[config.mk]
export PLATFORM = sky130hd
export DESIGN_NAME = dispatcher_cpuid_arbiter
export DESIGN_NICKNAME = d
export VERILOG_FILES = /design/src/rtl/dispatcher_pkg.sv /design/src/rtl/rr_arbiter.sv /design/src/rtl/dispatcher_cpuid_arbiter.sv
export SDC_FILE = /design/constraint.sdc
export NUM_CORES = 1
export LEC_CHECK = 0
export BUFFER_PORTS_ARGS = -buffer_cell sky130_fd_sc_hd__buf_4
export CORE_UTILIZATION = 55
export CTS_CLUSTER_SIZE = 40
export DETAILED_ROUTE_END_ITERATION = 8
export PLACE_DENSITY = 0.86
export SLEW_MARGIN = 20
export SYNTH_ARGS = -nofsm -noshare
export SYNTH_HDL_FRONTEND = slang
export SYNTH_SLANG_ARGS = --single-unit
[constraint.sdc]
create_clock -name clk -period 11.95 [get_ports clk]
set_clock_uncertainty 0.05 [all_clocks]
set_input_delay 2.39 -clock clk [delete_from_list [all_inputs] [get_ports clk]]
set_output_delay 2.39 -clock clk [all_outputs]
set_load 0.02 [all_outputs]
[src/rtl/dispatcher_pkg.sv]
// rtl/dispatcher_pkg.sv - shared types and constants for the CPUID dispatcher arbiter
package dispatcher_pkg;

  typedef enum logic [1:0] {
    IDLE  = 2'd0,
    REQ   = 2'd1,
    RESP  = 2'd2,
    DRAIN = 2'd3
  } state_t;

  // Quiet cycles required after a response before the dispatcher is offered again
  localparam int DRAIN_LEN = 4;

  // Width of the allocation statistics counters
  localparam int CNT_W = 32;

endpackage

[src/rtl/rr_arbiter.sv]
// rtl/rr_arbiter.sv - combinational round-robin pick starting after the last grant
module rr_arbiter #(
  parameter int N     = 4,
  parameter int IDX_W = (N > 1) ? $clog2(N) : 1
) (
  input  logic [N-1:0]     req,
  input  logic [IDX_W-1:0] last_grant,
  output logic [N-1:0]     grant,
  output logic [IDX_W-1:0] grant_idx,
  output logic             found
);

  // Scan N positions beginning one past last_grant, wrapping; first set bit wins
  always_comb begin
    int             pos;
    logic [IDX_W-1:0] p;
    grant     = '0;
    grant_idx = '0;
    found     = 1'b0;
    pos       = 0;
    p         = '0;
    for (int i = 1; i <= N; i++) begin
      pos = int'(last_grant) + i;
      if (pos >= N) pos = pos - N;
      p = IDX_W'(pos);
      if (!found && req[p]) begin
        found     = 1'b1;
        grant[p]  = 1'b1;
        grant_idx = p;
      end
    end
  end

endmodule

[src/rtl/dispatcher_cpuid_arbiter.sv]
// rtl/dispatcher_cpuid_arbiter.sv - round-robin sharing of one CPUID dispatcher among requesters
module dispatcher_cpuid_arbiter
  import dispatcher_pkg::*;
#(
  parameter int NUM_REQ = 4,
  parameter int KEY_W   = 5,
  parameter int CPUID_W = 5,
  parameter int TIMEOUT = 64
) (
  input  logic                     clk,
  input  logic                     reset,
  input  logic [NUM_REQ-1:0]       in_req_ctl,
  input  logic [NUM_REQ*KEY_W-1:0] in_req_key,
  output logic [NUM_REQ-1:0]       out_req_ack,
  output logic [NUM_REQ-1:0]       out_req_valid,
  output logic [CPUID_W-1:0]       out_req_cpuid,
  output logic                     out_disp_ctl,
  output logic [KEY_W-1:0]         out_disp_key,
  input  logic                     in_disp_ack,
  input  logic                     in_disp_valid,
  input  logic [CPUID_W-1:0]       in_disp_cpuid,
  input  logic                     in_cnt_clr,
  output logic [CNT_W-1:0]         out_alloc_cnt,
  output logic [CNT_W-1:0]         out_invalid_cnt,
  output logic [CNT_W-1:0]         out_timeout_cnt
);

  localparam int IDX_W = $clog2(NUM_REQ);
  localparam int TMR_W = $clog2(TIMEOUT);
  localparam int DRN_W = $clog2(DRAIN_LEN);

  state_t             state, state_d;
  logic [IDX_W-1:0]   last_grant;
  logic [IDX_W-1:0]   grant_idx;
  logic [NUM_REQ-1:0] grant_oh;
  logic [TMR_W-1:0]   timer;
  logic [DRN_W-1:0]   drain_cnt;

  logic [NUM_REQ-1:0] arb_grant;
  logic [IDX_W-1:0]   arb_idx;
  logic               arb_found;

  logic do_grant, do_ack, do_timeout, do_release;

  rr_arbiter #(
    .N     (NUM_REQ),
    .IDX_W (IDX_W)
  ) u_arb (
    .req        (in_req_ctl),
    .last_grant (last_grant),
    .grant      (arb_grant),
    .grant_idx  (arb_idx),
    .found      (arb_found)
  );

  // State register
  always_ff @(posedge clk or posedge reset) begin
    if (reset) state <= IDLE;
    else       state <= state_d;
  end

  // Next state and one-cycle action strobes; an ack beats a same-cycle timeout
  always_comb begin
    state_d    = state;
    do_grant   = 1'b0;
    do_ack     = 1'b0;
    do_timeout = 1'b0;
    do_release = 1'b0;
    case (state)
      IDLE: begin
        if (arb_found) begin
          do_grant = 1'b1;
          state_d  = REQ;
        end
      end
      REQ: begin
        if (in_disp_ack) begin
          do_ack  = 1'b1;
          state_d = RESP;
        end else if (timer == TMR_W'(TIMEOUT - 1)) begin
          do_timeout = 1'b1;
          state_d    = RESP;
        end
      end
      RESP: begin
        if (!in_req_ctl[grant_idx]) begin
          do_release = 1'b1;
          state_d    = DRAIN;
        end
      end
      DRAIN: begin
        if (!in_disp_ack && drain_cnt == DRN_W'(DRAIN_LEN - 1)) state_d = IDLE;
      end
      default: state_d = IDLE;
    endcase
  end

  // Grant bookkeeping, dispatcher request and key, wait timer, drain quiet counter
  always_ff @(posedge clk or posedge reset) begin
    if (reset) begin
      last_grant   <= IDX_W'(NUM_REQ - 1);
      grant_idx    <= '0;
      grant_oh     <= '0;
      timer        <= '0;
      drain_cnt    <= '0;
      out_disp_ctl <= 1'b0;
      out_disp_key <= '0;
    end else begin
      if (do_grant) begin
        grant_idx    <= arb_idx;
        grant_oh     <= arb_grant;
        out_disp_key <= in_req_key[arb_idx*KEY_W +: KEY_W];
        out_disp_ctl <= 1'b1;
        timer        <= '0;
      end else if (state == REQ) begin
        timer <= timer + 1'b1;
      end
      if (do_ack || do_timeout) out_disp_ctl <= 1'b0;
      if (do_release) begin
        last_grant <= grant_idx;
        drain_cnt  <= '0;
      end else if (state == DRAIN) begin
        drain_cnt <= in_disp_ack ? '0 : drain_cnt + 1'b1;
      end
    end
  end

  // Result returned to the granted requester, held until it drops its request
  always_ff @(posedge clk or posedge reset) begin
    if (reset) begin
      out_req_ack   <= '0;
      out_req_valid <= '0;
      out_req_cpuid <= '0;
    end else if (do_ack) begin
      out_req_ack   <= grant_oh;
      out_req_valid <= in_disp_valid ? grant_oh : '0;
      out_req_cpuid <= in_disp_cpuid;
    end else if (do_timeout) begin
      out_req_ack   <= grant_oh;
      out_req_valid <= '0;
      out_req_cpuid <= '0;
    end else if (do_release) begin
      out_req_ack   <= '0;
      out_req_valid <= '0;
      out_req_cpuid <= '0;
    end
  end

  // Statistics counters; clear wins over a same-cycle increment
  always_ff @(posedge clk or posedge reset) begin
    if (reset) begin
      out_alloc_cnt   <= '0;
      out_invalid_cnt <= '0;
      out_timeout_cnt <= '0;
    end else if (in_cnt_clr) begin
      out_alloc_cnt   <= '0;
      out_invalid_cnt <= '0;
      out_timeout_cnt <= '0;
    end else begin
      if (do_ack && in_disp_valid)  out_alloc_cnt   <= out_alloc_cnt + 1'b1;
      if (do_ack && !in_disp_valid) out_invalid_cnt <= out_invalid_cnt + 1'b1;
      if (do_timeout)               out_timeout_cnt <= out_timeout_cnt + 1'b1;
    end
  end

endmodule

# ---- Word-level counts from Yosys, hierarchy flattened
# Index checks and enable logic that the tools add are counted.
dict set report classes {
  add_sub_neg 13
  mul 1
  magnitude_cmp 13
  eq_ne 9
  shift 1
  muxes 71
  bitwise_logic 3
  n_reduce_logical 25
}
# cell count
set ops {}
lappend ops {{2-to-1 mux 32 bit} 6}
lappend ops {{adder 32 x 1 -> 32 bit, second input constant} 3}
lappend ops {{2-to-1 mux 4 bit} 10}
lappend ops {{2-to-1 mux 2 bit} 16}
lappend ops {{2-to-1 mux 1 bit} 24}
lappend ops {{variable part select 20 x 6 -> 5 bit} 1}
lappend ops {{less-than comparator 2 x 3 -> 1 bit, second input constant} 5}
lappend ops {{2-to-1 mux 5 bit} 3}
lappend ops {{2-to-1 mux 6 bit} 2}
lappend ops {{OR 4 bit} 3}
lappend ops {{nonzero test 2 bit} 6}
lappend ops {{binary-select mux 1 bit (select 2 bit)} 5}
lappend ops {{logical AND 1 bit} 10}
lappend ops {{>= comparator 3 bit, second input constant} 3}
lappend ops {{demux 1 bit (select 2 bit)} 4}
lappend ops {{>= comparator 2 x 1 -> 1 bit, second input constant} 4}
lappend ops {{case mux 2 bit (4 select lines)} 1}
lappend ops {{subtractor 2 x 1 -> 2 bit, second input constant} 4}
lappend ops {{adder 2 x 2 -> 3 bit, second input constant} 2}
lappend ops {{adder 6 x 1 -> 6 bit, second input constant} 1}
lappend ops {{== test 2 bit, second input constant} 3}
lappend ops {{== test 6 bit, second input constant} 1}
lappend ops {{inequality test 2 bit, second input constant} 3}
lappend ops {{zero test 1 bit} 5}
lappend ops {{11 further kinds} 11}
dict set report word_totals {
  regBits 133
  in_bits 34
  output_inout_bits 115
  wordCells 150
}

# ---- Logic depth before layout (Yosys ltp)
dict set report depth {
  word_depth 19
  mapped_depth 10
  depth_no_buf 8
}

# ---- Cells and area by module
# Synthesis repeated with hierarchy kept, for this count alone.
dict set report hier_totals {
  hier_cells 733
  hier_area_um2 7293.2
}
# module n_inst cells_each area_each_um2 seq_area_each_um2
set by_module_without_submodules {}
lappend by_module_without_submodules {dispatcher_cpuid_arbiter 1 665 6767.7 3330.7}
lappend by_module_without_submodules {rr_arbiter 1 68 525.5 0.0}

# ---- Worst setup path after synthesis
# No wires, ideal clock.
dict set report synth_path {
  path_type {input port to flip-flop}
  from {in in_req_ctl[1]}
  to {reg out_disp_key[0]}
  setup_time_ps 94
  arrival_ps 3910
  t_required_ps 11806
  setup_slack_ps 7896
  cell_stages 7
  path_buffers 2
  path_cell_list {mux4_2 buf_6 mux2_4 and2_4 buf_6 mux2i_1 a211oi_1}
}
dict set report synth_via {
  elab_chain_cells 14
  word_cells_on_any_way 26
  cone_classes {mul (1); shift (1); mux (18); reduce/logical (6)}
}
# element line_no
set synth_rtl {}
lappend synth_rtl {{from (decl)} dispatcher_cpuid_arbiter.sv:12} ;# input logic [NUM_REQ-1:0] in_req_ctl,
lappend synth_rtl {{binary-select mux 1 bit (select 2 bit)} rr_arbiter.sv:26} ;# if (!found && req[p]) begin
lappend synth_rtl {{2-to-1 mux 1 bit (not written as such)} rr_arbiter.sv:26}
lappend synth_rtl {{2-to-1 mux 1 bit} rr_arbiter.sv:26}
lappend synth_rtl {{zero test 1 bit} rr_arbiter.sv:26}
lappend synth_rtl {{logical AND 1 bit} rr_arbiter.sv:26}
lappend synth_rtl {{2-to-1 mux 1 bit} rr_arbiter.sv:26}
lappend synth_rtl {{zero test 1 bit} rr_arbiter.sv:26}
lappend synth_rtl {{logical AND 1 bit} rr_arbiter.sv:26}
lappend synth_rtl {{2-to-1 mux 1 bit} rr_arbiter.sv:26}
lappend synth_rtl {{zero test 1 bit} rr_arbiter.sv:26}
lappend synth_rtl {{logical AND 1 bit} rr_arbiter.sv:26}
lappend synth_rtl {{2-to-1 mux 2 bit / 2-to-1 mux 1 bit (equally long branches)} rr_arbiter.sv:26}
lappend synth_rtl {{multiplier 2 x 3 -> 5 bit / 2-to-1 mux 1 bit (equally long branches)} {dispatcher_cpuid_arbiter.sv:112, dispatcher_cpuid_arbiter.sv:71}}
lappend synth_rtl {{variable part select 20 x 6 -> 5 bit / 2-to-1 mux 1 bit (equally long branches)} {dispatcher_cpuid_arbiter.sv:112, dispatcher_cpuid_arbiter.sv:69}}
lappend synth_rtl {{to (signal assigned)} dispatcher_cpuid_arbiter.sv:112} ;# out_disp_key <= in_req_key[arb_idx*KEY_W +: KEY_W];
lappend synth_rtl {{to (decl)} dispatcher_cpuid_arbiter.sv:18} ;# output logic [KEY_W-1:0] out_disp_key,
# Parallel ways exist; a longest one is shown, timed or not. The select of a mux whose other input is x is not followed.
# A chain may end at the register's enable or synchronous reset.

# ---- Worst setup path in the final report
dict set report layout_path {
  from {in in_cnt_clr}
  to {reg out_alloc_cnt[8]}
}
dict set report layout_via {
  elab_chain_cells 1
  word_cells_on_any_way 2
  cone_classes {mux (1); reduce/logical (1)}
}
# element line_no
set layout_rtl {}
lappend layout_rtl {{from (decl)} dispatcher_cpuid_arbiter.sv:22} ;# input logic in_cnt_clr,
lappend layout_rtl {{2-to-1 mux 32 bit / nonzero test 2 bit (equally long branches)} --}
lappend layout_rtl {{to (signal assigned)} dispatcher_cpuid_arbiter.sv:160} ;# if (do_ack && in_disp_valid) out_alloc_cnt <= out_alloc_cnt + 1'b1;
lappend layout_rtl {{to (decl)} dispatcher_cpuid_arbiter.sv:23} ;# output logic [CNT_W-1:0] out_alloc_cnt,
# Parallel ways exist; a longest one is shown, timed or not.

==> results.toml <==
[drt]
vias_per_cell = 5.67
first_iter_violations = 516
wl_mm = 16.4
wl_per_cell_um = 15.8
drcViolationCount = 0
vias = 5877
antenna_left = 0
drtPass1Iterations = 5

[grt]
grt_pass1_vias = 5601
overflow = 0
grt_pass1_wl_mm = 26.7
grt.total_usage_pct = 25.9
antenna_found_initial = 0
grt_max_degree = 84

[clock_network]
cts_buffers = 17
cts_hold_buf = 0
postCtsSetupBuffers = 0
h-tree-depth = 4
cts_tree = "built"
cts_resized = 0
ctsRootBufferMaster = "clkbuf_16"
insertion_delay_ns = 0.42
clock-sinks = 133
clk_path_buf_depth = 2
clkTransAtPathRegs_ns = 0.05

[final_layout]
fillCellCount = 882
drive_gt1_share_pct = 23.6
final_cell_mix = "buf_4 (150), dfrtp_1 (131), nor2_1 (121), nand2_1 (55), xor2_1 (54)"
diodes = 0
nNetsFinal = 909
fin_cells = 1037
area_delta_synth_final_pct = 24.8
final_common_cell = "buf_4"

[sta]
fin_ws_ns = 7.81
fin_tns_setup_ns = 0
finalHoldViolCount = 0
grt_setup_unrepaired = "no"
worst_slew_pin_slew_ns = 0.895
holdWs_ns = 0.453
drv_slew = 0
slew-limit-headroom_pct = 40.3
min_period_ns = 4.14
fmax_mhz = 242
finalSetupViolCount = 0
period_share_pct = 34.6

[pwr]
max-vdd-ir-drop_mv = 0.150
power_density_mw_per_mm2 = 164
p_leak_nw = 4.06

[setup_path]
arrival_ns = 4.35
end_kind = "register"
cp-start-kind = "input port"
critPathMaxFanout = 83
critPathKind = "input port to register"
cp_data_required_time_ns = 12.16
reg2reg_from = "last_grant[0]"
critPathLaunch = "in_cnt_clr"

[hold_path]
min_path_type = "register to register"
hold_start = "out_req_cpuid[0]"

[yosys]
synth_top_area_share_pct = 46.6
syn_area_per_cell_sq_um = 9.81
synth.distinct_cells = 58
syn_nets = 768
synth_edf_count = 0
ys_async_sr_fraction_pct = 100
yosys.area.top_type = "dfrtp_1"
ys_ff_latch = 133
seq_area_frac_synth_pct = 47.3
netlist_instances = 717
synth_ff_type = "dfrtp_1"
netlist_area_sq_mm = 0.00704
ys_warn_count = 0
synthTopCellsByArea = "dfrtp_1 (47%), xor2_1 (6.7%), nor2_1 (6.5%)"

[placement]
dp_hpwl_mm = 11.4
placed_cells = 1007
gp_congestion = 0.856
place_ws_ns = 7.40
port_buffers = 148

[floorplan]
core_sq_mm = 0.0123
ios = 149
start_util_pct = 57.4
row_count = 40
die_w_um = 115
die_area_sq_mm = 0.0132
fp.dieH_um = 115

[flow_run]
timing.max_cap.violations = 0

[run_status]
status = "finished clean"
==> power by group <==
| group | switching (mW) | internal, mW |
|---|---|---|
| logic | 0.231 | 0.180 |
| clock network | 0.178 | 0.299 |
| registers | 0.0477 | 0.508 |
| total | 0.457 | 0.987 |
==> metrics by stage <==
stage / total power [mW] / utilization, % / instance area [sq um]
finish: 1.44 / 71.6 / 8780
global route: 1.52 / 71.6 / 8780
CTS: 1.45 / 71.6 / 8780
detailed placement: 0.973 / 67.2 / 8240
global placement: 0.961 / 67.2 / 8240
floorplan: 0.866 / - / 7040
==> sequential cells by signal, indices dropped and copies added (netlist names), 5 cells and up <==
register / count
timer: 6
out_disp_key: 5
out_timeout_cnt: 32
out_alloc_cnt: 32
out_req_cpuid: 5
out_invalid_cnt: 32
==> cells in the mapped netlist, drive strengths merged (3+ instances only) <==
cell type,n
dfrtp,131
nor2,121
nand2,55
xor2,54
nand4,33
xnor2,33
nand3,28
o21ai,23
a21oi,21
clkbuf,19
inv,19
a22o,18
and3,18
ha,17
nor3,15
or3,14
a211oi,12
and4,9
buf,9
mux2i,8
and2,6
mux2,6
a21boi,5
nor4,5
o22a,5
nand2b,4
nor2b,3
==> logic make-up after synthesis <==
family          count (synthesis)  share of synthesized area, %
simple gates                  321                          23.4
mux                            16                          2.79
xor+xnor                       87                          10.8
buf+inv                        47                          2.95
compound gates                 96                          9.64
fa+ha+maj                      17                          3.02
flops                         133                          47.3
==> path summary, 6_finish.rpt <==
path | cells after the start | slack, ns | endpoint
hold reg to reg | 1 | 0.45 | out_req_cpuid[0]
hold / removal | 1 | 0.45 | out_req_cpuid[0]
max in group asynchronous | 3 | 8.55 | out_invalid_cnt[7]
setup / recovery | 7 | 7.81 | out_alloc_cnt[8]
min in group asynchronous | 2 | 1.98 | timer[0]
setup reg to reg | 7 | 8.98 | out_disp_key[4]
==> final cells by class <==
type	count	area (sq um)	area share (%)
inverter	19	76.3	0.870
sequential	133	3330	37.9
timing repair buffer	150	1130	12.8
tap	168	210	2.39
clock buffer	26	489	5.57
multi-input combinational	537	3500	39.8
clock inverter	4	47.5	0.542
==> critical path: stages <==
cell	delay [ns]
buf_4	0.20
buf_4	0.68
nor2_1	0.14
nor2_1	0.49
nand3_1	0.16
xor2_1	0.18
nor2_1	0.07
==> per-layer routing <==
metal / share of wire (%) / GRT usage, % / vias up
li1: - / - / 2792
met1: 42 / 32.5 / 2895
met2: 51 / 43.6 / 172
met3: 5.3 / 6.85 / 18
met4: 1.2 / 8.83 / 0
met5: 0 / 0 / -
No activity file was read; power rests on OpenSTA's default activity.
